**config.mk**
```make
export PLATFORM = sky130hd
export DESIGN_NAME = cam_project_3d2d
export DESIGN_NICKNAME = d
export VERILOG_FILES = /design/src/rtl/cam_project_3d2d.sv
export SDC_FILE = /design/constraint.sdc
export NUM_CORES = 2
export LEC_CHECK = 0
export ABC_AREA = 1
export CORE_UTILIZATION = 40
export CTS_BUF_LIST = sky130_fd_sc_hd__clkbuf_4 sky130_fd_sc_hd__clkbuf_8 sky130_fd_sc_hd__clkbuf_16
export DETAILED_ROUTE_END_ITERATION = 8
export PLACE_DENSITY = 0.64
export SETUP_SLACK_MARGIN = 0.3
export SYNTH_ARGS = -nofsm -noshare
export SYNTH_HDL_FRONTEND = slang
export SYNTH_SLANG_ARGS = --single-unit
```
**constraint.sdc**
```tcl
create_clock -name clk -period 12.55 [get_ports clk]
set_input_delay 2.51 -clock clk [delete_from_list [all_inputs] [get_ports clk]]
set_output_delay 2.51 -clock clk [all_outputs]
set_load 0.05 [all_outputs]
```
**src/rtl/cam_project_3d2d.sv**
```systemverilog
// rtl/cam_project_3d2d.sv - FSM-sequenced pinhole projector with loadable intrinsics, serial divide and clamping
module cam_project_3d2d #(
    parameter int XY_W  = 32,
    parameter int Z_W   = 16,
    parameter int K_W   = 10,
    parameter int SCALE = 1,
    parameter int RATE  = 1,
    parameter int IMG_W = 480,
    parameter int IMG_H = 320,
    parameter int OUT_W = 16,
    parameter int FX    = 437,
    parameter int SK    = 0,
    parameter int CX    = 242,
    parameter int FY    = 330,
    parameter int CY    = 145
) (
    input  logic                   clk,
    input  logic                   rst_n,
    input  logic                   in_valid,
    output logic                   in_ready,
    input  logic signed [XY_W-1:0] in_x,
    input  logic signed [XY_W-1:0] in_y,
    input  logic signed [Z_W-1:0]  in_z,
    input  logic                   cfg_we,
    input  logic [2:0]             cfg_addr,
    input  logic [K_W-1:0]         cfg_data,
    output logic                   out_valid,
    input  logic                   out_ready,
    output logic [OUT_W-1:0]       out_x,
    output logic [OUT_W-1:0]       out_y,
    output logic [1:0]             out_stat
);
    localparam int NUM_W = K_W + XY_W + Z_W + 4;
    localparam int CNT_W = $clog2(NUM_W) + 1;
    localparam logic signed [NUM_W-1:0] LP_SCALE = NUM_W'(SCALE);
    localparam logic signed [NUM_W-1:0] LP_RATE  = NUM_W'(RATE);
    localparam logic signed [NUM_W-1:0] LP_XMAX  = NUM_W'(IMG_W - 1);
    localparam logic signed [NUM_W-1:0] LP_YMAX  = NUM_W'(IMG_H - 1);

    typedef enum logic [2:0] {S_IDLE, S_MAC, S_DIV, S_POST, S_HOLD} state_t;
    state_t r_state, w_next;

    logic [K_W-1:0] r_fx, r_sk, r_cx, r_fy, r_cy;
    logic [K_W-1:0] r_s_fx, r_s_sk, r_s_cx, r_s_fy, r_s_cy;
    logic signed [XY_W-1:0] r_x, r_y;
    logic signed [Z_W-1:0]  r_z;
    logic [NUM_W-1:0] r_qx, r_qy;
    logic [Z_W-1:0]   r_rx, r_ry, r_d;
    logic             r_negx, r_negy, r_bad;
    logic [CNT_W-1:0] r_cnt;
    logic [OUT_W-1:0] r_out_x, r_out_y;
    logic [1:0]       r_out_stat;

    logic signed [NUM_W-1:0] w_x, w_y, w_z, w_fx, w_sk, w_cx, w_fy, w_cy, w_nx, w_ny;
    logic signed [NUM_W-1:0] w_vx, w_vy;
    logic [Z_W:0]     w_tx, w_ty;
    logic             w_gex, w_gey, w_zbad, w_clx, w_cly;
    logic [OUT_W-1:0] w_cxo, w_cyo;

    assign w_x  = {{(NUM_W-XY_W){r_x[XY_W-1]}}, r_x};
    assign w_y  = {{(NUM_W-XY_W){r_y[XY_W-1]}}, r_y};
    assign w_z  = {{(NUM_W-Z_W){r_z[Z_W-1]}}, r_z};
    assign w_fx = {{(NUM_W-K_W){1'b0}}, r_s_fx};
    assign w_sk = {{(NUM_W-K_W){1'b0}}, r_s_sk};
    assign w_cx = {{(NUM_W-K_W){1'b0}}, r_s_cx};
    assign w_fy = {{(NUM_W-K_W){1'b0}}, r_s_fy};
    assign w_cy = {{(NUM_W-K_W){1'b0}}, r_s_cy};
    assign w_nx = (w_fx * w_x + w_sk * w_y + w_cx * w_z) * LP_SCALE;
    assign w_ny = (w_fy * w_y + w_cy * w_z) * LP_SCALE;
    assign w_zbad = r_z[Z_W-1] || (r_z == '0);

    // One restoring step per axis: shift in the next dividend bit, subtract if it fits.
    assign w_tx  = {r_rx, r_qx[NUM_W-1]};
    assign w_ty  = {r_ry, r_qy[NUM_W-1]};
    assign w_gex = w_tx >= {1'b0, r_d};
    assign w_gey = w_ty >= {1'b0, r_d};

    assign w_vx = (r_negx ? -$signed(r_qx) : $signed(r_qx)) * LP_RATE;
    assign w_vy = (r_negy ? -$signed(r_qy) : $signed(r_qy)) * LP_RATE;

    always_comb begin
        w_cxo = w_vx[OUT_W-1:0];
        w_clx = 1'b0;
        if (w_vx < 0) begin
            w_cxo = '0;
            w_clx = 1'b1;
        end else if (w_vx > LP_XMAX) begin
            w_cxo = LP_XMAX[OUT_W-1:0];
            w_clx = 1'b1;
        end
        w_cyo = w_vy[OUT_W-1:0];
        w_cly = 1'b0;
        if (w_vy < 0) begin
            w_cyo = '0;
            w_cly = 1'b1;
        end else if (w_vy > LP_YMAX) begin
            w_cyo = LP_YMAX[OUT_W-1:0];
            w_cly = 1'b1;
        end
    end

    always_comb begin
        w_next    = r_state;
        in_ready  = 1'b0;
        out_valid = 1'b0;
        case (r_state)
            S_IDLE: begin
                in_ready = 1'b1;
                if (in_valid) w_next = S_MAC;
            end
            S_MAC:  w_next = w_zbad ? S_POST : S_DIV;
            S_DIV:  if (r_cnt == CNT_W'(NUM_W - 1)) w_next = S_POST;
            S_POST: w_next = S_HOLD;
            S_HOLD: begin
                out_valid = 1'b1;
                if (out_ready) w_next = S_IDLE;
            end
            default: w_next = S_IDLE;
        endcase
    end

    always_ff @(posedge clk) begin
        if (!rst_n) r_state <= S_IDLE;
        else        r_state <= w_next;
    end

    always_ff @(posedge clk) begin
        if (!rst_n) begin
            r_fx <= K_W'(FX);
            r_sk <= K_W'(SK);
            r_cx <= K_W'(CX);
            r_fy <= K_W'(FY);
            r_cy <= K_W'(CY);
        end else if (cfg_we) begin
            case (cfg_addr)
                3'd0:    r_fx <= cfg_data;
                3'd1:    r_sk <= cfg_data;
                3'd2:    r_cx <= cfg_data;
                3'd3:    r_fy <= cfg_data;
                3'd4:    r_cy <= cfg_data;
                default: ;
            endcase
        end
    end

    always_ff @(posedge clk) begin
        if (!rst_n) begin
            r_s_fx <= '0; r_s_sk <= '0; r_s_cx <= '0; r_s_fy <= '0; r_s_cy <= '0;
            r_x <= '0; r_y <= '0; r_z <= '0;
            r_qx <= '0; r_qy <= '0; r_rx <= '0; r_ry <= '0; r_d <= '0;
            r_negx <= 1'b0; r_negy <= 1'b0; r_bad <= 1'b0;
            r_cnt <= '0;
            r_out_x <= '0; r_out_y <= '0; r_out_stat <= '0;
        end else begin
            case (r_state)
                S_IDLE: if (in_valid) begin
                    r_x <= in_x; r_y <= in_y; r_z <= in_z;
                    r_s_fx <= r_fx; r_s_sk <= r_sk; r_s_cx <= r_cx;
                    r_s_fy <= r_fy; r_s_cy <= r_cy;
                end
                S_MAC: begin
                    r_cnt <= '0;
                    r_rx  <= '0;
                    r_ry  <= '0;
                    r_d   <= r_z;
                    r_bad <= w_zbad;
                    if (w_zbad) begin
                        r_qx <= '0; r_qy <= '0; r_negx <= 1'b0; r_negy <= 1'b0;
                    end else begin
                        r_qx   <= w_nx[NUM_W-1] ? -w_nx : w_nx;
                        r_qy   <= w_ny[NUM_W-1] ? -w_ny : w_ny;
                        r_negx <= w_nx[NUM_W-1];
                        r_negy <= w_ny[NUM_W-1];
                    end
                end
                S_DIV: begin
                    r_cnt <= r_cnt + 1'b1;
                    r_rx  <= w_gex ? (w_tx[Z_W-1:0] - r_d) : w_tx[Z_W-1:0];
                    r_ry  <= w_gey ? (w_ty[Z_W-1:0] - r_d) : w_ty[Z_W-1:0];
                    r_qx  <= {r_qx[NUM_W-2:0], w_gex};
                    r_qy  <= {r_qy[NUM_W-2:0], w_gey};
                end
                S_POST: begin
                    r_out_x    <= w_cxo;
                    r_out_y    <= w_cyo;
                    r_out_stat <= {r_bad, w_clx | w_cly};
                end
                default: ;
            endcase
        end
    end

    assign out_x    = r_out_x;
    assign out_y    = r_out_y;
    assign out_stat = r_out_stat;
endmodule

```
# == Word level (Yosys, flattened, before mapping) ==
# Cells that the tools add are included.
# op_classes
addsub,10
mul,5
n_lt_le_gt_ge,6
eq_ne,12
mux,30
bitwise_logic,1
reduce_logical,12
# op_table
op,count
$mux W62,6
$pmux W62 S2,2
$mul A11 B32 Y43,3
$gt A62 B10 Y1 const B,2
$lt A62 B1 Y1 const B,2
$neg A62 Y62,2
$mux W16,6
$pmux W16 S2,2
$neg A44 Y62,1
$neg A45 Y62,1
$mul A11 B16 Y27,2
$add A44 B27 Y45,1
$add A43 B27 Y44,1
$add A43 B43 Y44,1
$ge A17 B16 Y1,2
$sub A16 B16 Y16,2
$logic_not A16 Y1,1
$pmux W3 S5,1
$pmux W7 S2,1
$eq A3 B2 Y1 const B,4
$reduce_and A2 Y1,6
$mux W1,9
$mux W3,3
$add A7 B1 Y7 const B,1
other kinds (9),14
# word_totals
ff_bits,399
input_bits,98
output_inout_bits,36

# == Depth between registers and ports, before layout ==
# logic_depth
depth_word,7
depth_mapped,39

# == Least setup slack after synthesis ==
# OpenSTA, ideal clock, no wires.
# synth_timing
path_kind,reg-to-reg
from,reg r_s_cx[3]
to,reg r_qx[38]
setup_ns,0.132
arrival_ns,7.710
required_time_ns,12.418
slack_ns,4.707
path_stages_with_launch,34
path_buffers,3
synth_period_minus_slack_ns,7.843
path_cell_list,dfxtp_1 > clkbuf_1 > clkbuf_1 > nand2_1 > fa_1 > inv_1 > fa_1 > inv_1 > fa_1 > fa_1 > fa_1 > fa_1 > inv_1 > fa_1 > inv_1 > fa_1 > inv_1 > ha_1 > nand2_1 > inv_1 > nand4_1 > nor2_1 > nand3_1 > nand3_1 > nand2_1 > nand2_2 > inv_2 > buf_4 > nand2_1 > inv_1 > nor2_2 > nand3_1 > nand3_1 > a21oi_1
# synth_between
elab_chain_len,6
# synth_rtl
item,line,rtl
"start, declared",44,"logic [K_W-1:0] r_s_fx, r_s_sk, r_s_cx, r_s_fy, r_s_cy;"
"start signal, assigned",158,r_s_fx <= r_fx; r_s_sk <= r_sk; r_s_cx <= r_cx;
$mul A11 B16 Y27 (*),68,assign w_nx = (w_fx * w_x + w_sk * w_y + w_cx * w_z) * LP_SCALE;
$add A44 B27 Y45 (*),68,
$neg A45 Y62,170,r_qx <= w_nx[NUM_W-1] ? -w_nx : w_nx;
$mux W62 (*),170,
$mux W62 (*),167,if (w_zbad) begin
$pmux W62 S2 (*),155,case (r_state)
"end signal, assigned",170,
"end signal, assigned",180,"r_qx <= {r_qx[NUM_W-2:0], w_gex};"
"end, declared",47,"logic [NUM_W-1:0] r_qx, r_qy;"
# Mark *: on every way between the ends. The rest lies on a longest branch, timed or not.
# A chain may end at the register's enable or synchronous reset.

# == Worst setup path in the final report ==
# layout_timing
from,reg r_s_cx[2]
to,reg r_qx[30]
# Same word-level chain as after synthesis.

==> results_dict.tcl <==
set metrics [dict create \
    dpl.hpwl_um 200300 \
    hold_viol_final 0 \
    htree_levels 2 \
    clk-insertion-delay-late_ns 0.69 \
    ios 134 \
    worst_slack_ns 2.662 \
    numCtsBuffers 50 \
    cts_resized 0 \
    setup_viol 0 \
    synth.distinct_cells 53 \
    postRouteWirelength_um 247200 \
    num_vias 67840 \
    synth_area_leaders "fa_1 (37%), nand2_1 (15%), inv_1 (14%)" \
    cap_violations 0 \
    cp_num_cells 32 \
    grt_usage_pct 25.55 \
    r2r_slack_ns 2.66 \
    portBuffers 133 \
    max-slew-margin-rel_pct 11.23 \
    crit_arrival_ns 10.48 \
    hold_class "flop to flop" \
    syn_area_um2 77760 \
    synth_edf_count 0 \
    grt_start_max_net_pins 135 \
    tightest_slew_ns 1.331 \
    grt_antenna_before_repair 4 \
    via_per_inst 5.055 \
    synth_ff_type "dfxtp_1" \
    max_stage_delay_ns 1.21 \
    post-place-ws_ns 2.785 \
    required_ns 13.14 \
    drive_gt1_share_pct 2.874 \
    ant_nets 0 \
    layout_min_cycle_time_ns 9.888 \
    finalSetupTns_ns 0 \
    p_leak_nw 47.53 \
    max_freq_ghz 0.1011 \
    ys_seq_elements 399 \
    syn_inst 11050 \
    grt_pass1_vias 70990 \
    post-route-drc-count 0 \
    path_clk_slew_ns 0.06 \
    die-width_um 442.9 \
    peakVddDrop_uv 148.0 \
    drt-initial-drc-count 5082 \
    crit_fanout 41 \
    cp-start-kind "flop" \
    die_h_um 442.9 \
    place.gp.congestion 0.9580 \
    area_growth_pct 6.539 \
    layout.cells.non_filler 13420 \
    synth-seq-area-share_pct 10.27 \
    end_kind "flop" \
    cp_top_family "adder cells" \
    cts_tree "yes" \
    fin_crit_sh_pct 78.79 \
    overflow 0 \
    core-area_um2 192800 \
    synth.avg_cell_area_um2 7.037 \
    rsz0062_at_grt "false" \
    yosys.area.top_type_share_pct 36.84 \
    ff2ff_path_depth 32 \
    crit_type "flop to flop" \
    slowest_stage "fa_1" \
    async_flop_share_pct 0 \
    slew_violations 0 \
    cts.sinks 399 \
    dp.cells 13330 \
    drtPass1Iterations 6 \
    nNetsFinal 12770 \
    cts_hold_buf 0 \
    synth_nets 12960 \
    cts_setup_buffers 0 \
    grt_pass1_wl_um 394500 \
    fp.dieArea_um2 196200 \
    yosysTopAreaCell "fa_1" \
    status "finished clean" \
    wire_per_inst_um 18.42 \
    core.rowCount 161 \
    initial_core_util_pct 40.34 \
    power.total_mw 11.26 \
    p_per_area_nw_per_um2 136.0 \
    root_buffer "clkbuf_16" \
    skew_ns 0.04495 \
    hold_depth 2 \
    crit_buf_inv 9 \
    yosys_warnings 0 \
    clk_path_buf_depth 3 \
]
-- cells in the final DEF, fill, tap and decap left out, types with 24 or more instances in the layout --
cell type        synthesis  routed
dfxtp_2                  0      24
a21oi_1                441     441
fa_1                  1431    1431
clkdlybuf4s50_1          0     131
buf_4                    5      92
nand3b_1                30      30
ha_1                   383     383
nor3_1                  35      34
inv_1                 2895    2892
xnor2_1                 26      26
clkbuf_16                0      50
nor2_2                  31      31
nor2_1                 658     657
o21ai_1                 26      26
o22ai_1                 45      45
nand3_1                562     562
xor2_1                  43      43
a31oi_1                 59      59
dfxtp_1                399     375
nand2_1               3114    3112
nand4_1                 72      72
o21ai_0                186     186
-- worst min-delay path, stage by stage, from the launching register on --
cell	delay [ns]
dfxtp_1	0.30
nand2_1	0.06
nor2_1	0.03
-- final cells by class --
class                           instances  area (µm²)
Sequential cell                       399        8018
Fill cell                           19540      109900
Tap cell                             2526        3161
Multi-Input combinational cell       7268       57040
Antenna cell                            1       2.502
Inverter                             2913       10950
Timing Repair Buffer                  224        2007
Clock inverter                         19       257.7
Clock buffer                           69        1419
-- state kept, by name, indices dropped and copies added, names as in the netlist, 32 cells and up --
signal  flops
r_x        32
r_qx       62
r_y        32
r_qy       62
-- per-stage QoR --
stage          utilization [%]  instance area (µm²)  hold slack, ns
6_report                 42.98                82850          0.4344
5_1_grt                  42.98                82850          0.4673
4_1_cts                  42.97                82850          0.4386
3_5_place_dp             42.10                81170          0.4289
3_3_place_gp             42.10                81170          0.4273
2_1_floorplan                -                77760          0.4297
-- cell families after synthesis --
| logic type | count (synthesis) | synth area share [%] |
|---|---|---|
| buf+inv | 3383 | 16.41 |
| compound gates | 813 | 5.611 |
| flops | 399 | 10.27 |
| simple gates | 4569 | 23.85 |
| xor+xnor | 72 | 0.8544 |
| fa+ha+maj | 1814 | 43.00 |
-- power breakdown --
| group | internal, mW | leakage (nW) | switching [mW] |
|---|---|---|---|
| Clock | 0.861 | 0.839 | 0.638 |
| Combinational | 2.42 | 43.4 | 5.54 |
| Sequential | 1.46 | 3.26 | 0.341 |
| Total | 4.74 | 47.5 | 6.52 |
-- synthesized netlist by cell type, drive strengths merged, types with 8 or more instances --
| library cell | number |
|---|---|
| clkbuf | 440 |
| fa | 1431 |
| o21bai | 11 |
| dfxtp | 399 |
| o22ai | 45 |
| a31oi | 59 |
| xnor2 | 28 |
| nand3b | 30 |
| buf | 30 |
| inv | 2908 |
| o21ai | 212 |
| nor2 | 696 |
| xor2 | 44 |
| nand2 | 3133 |
| nand4 | 73 |
| ha | 383 |
| nor3 | 39 |
| a21oi | 445 |
| nand3 | 577 |
| o211ai | 18 |
| or2 | 8 |
-- worst paths after layout --
path | from | endpoint
max | r_s_cx[2] | r_qx[30]
min | out_x[9] | out_x[9]
max reg2reg | r_s_cx[2] | r_qx[30]
min reg2reg | out_x[9] | out_x[9]
-- routing by layer --
| layer | part of all wire, % | vias to the layer above | global-route usage, % |
|---|---|---|---|
| met5 | 0 | - | 0 |
| met4 | 4.7 | 0 | 10.85 |
| met3 | 5.9 | 494 | 3.103 |
| met2 | 49 | 2139 | 44.69 |
| met1 | 41 | 33470 | 31.61 |
| li1 | - | 31740 | - |
No activity file was read; power rests on OpenSTA's default activity.
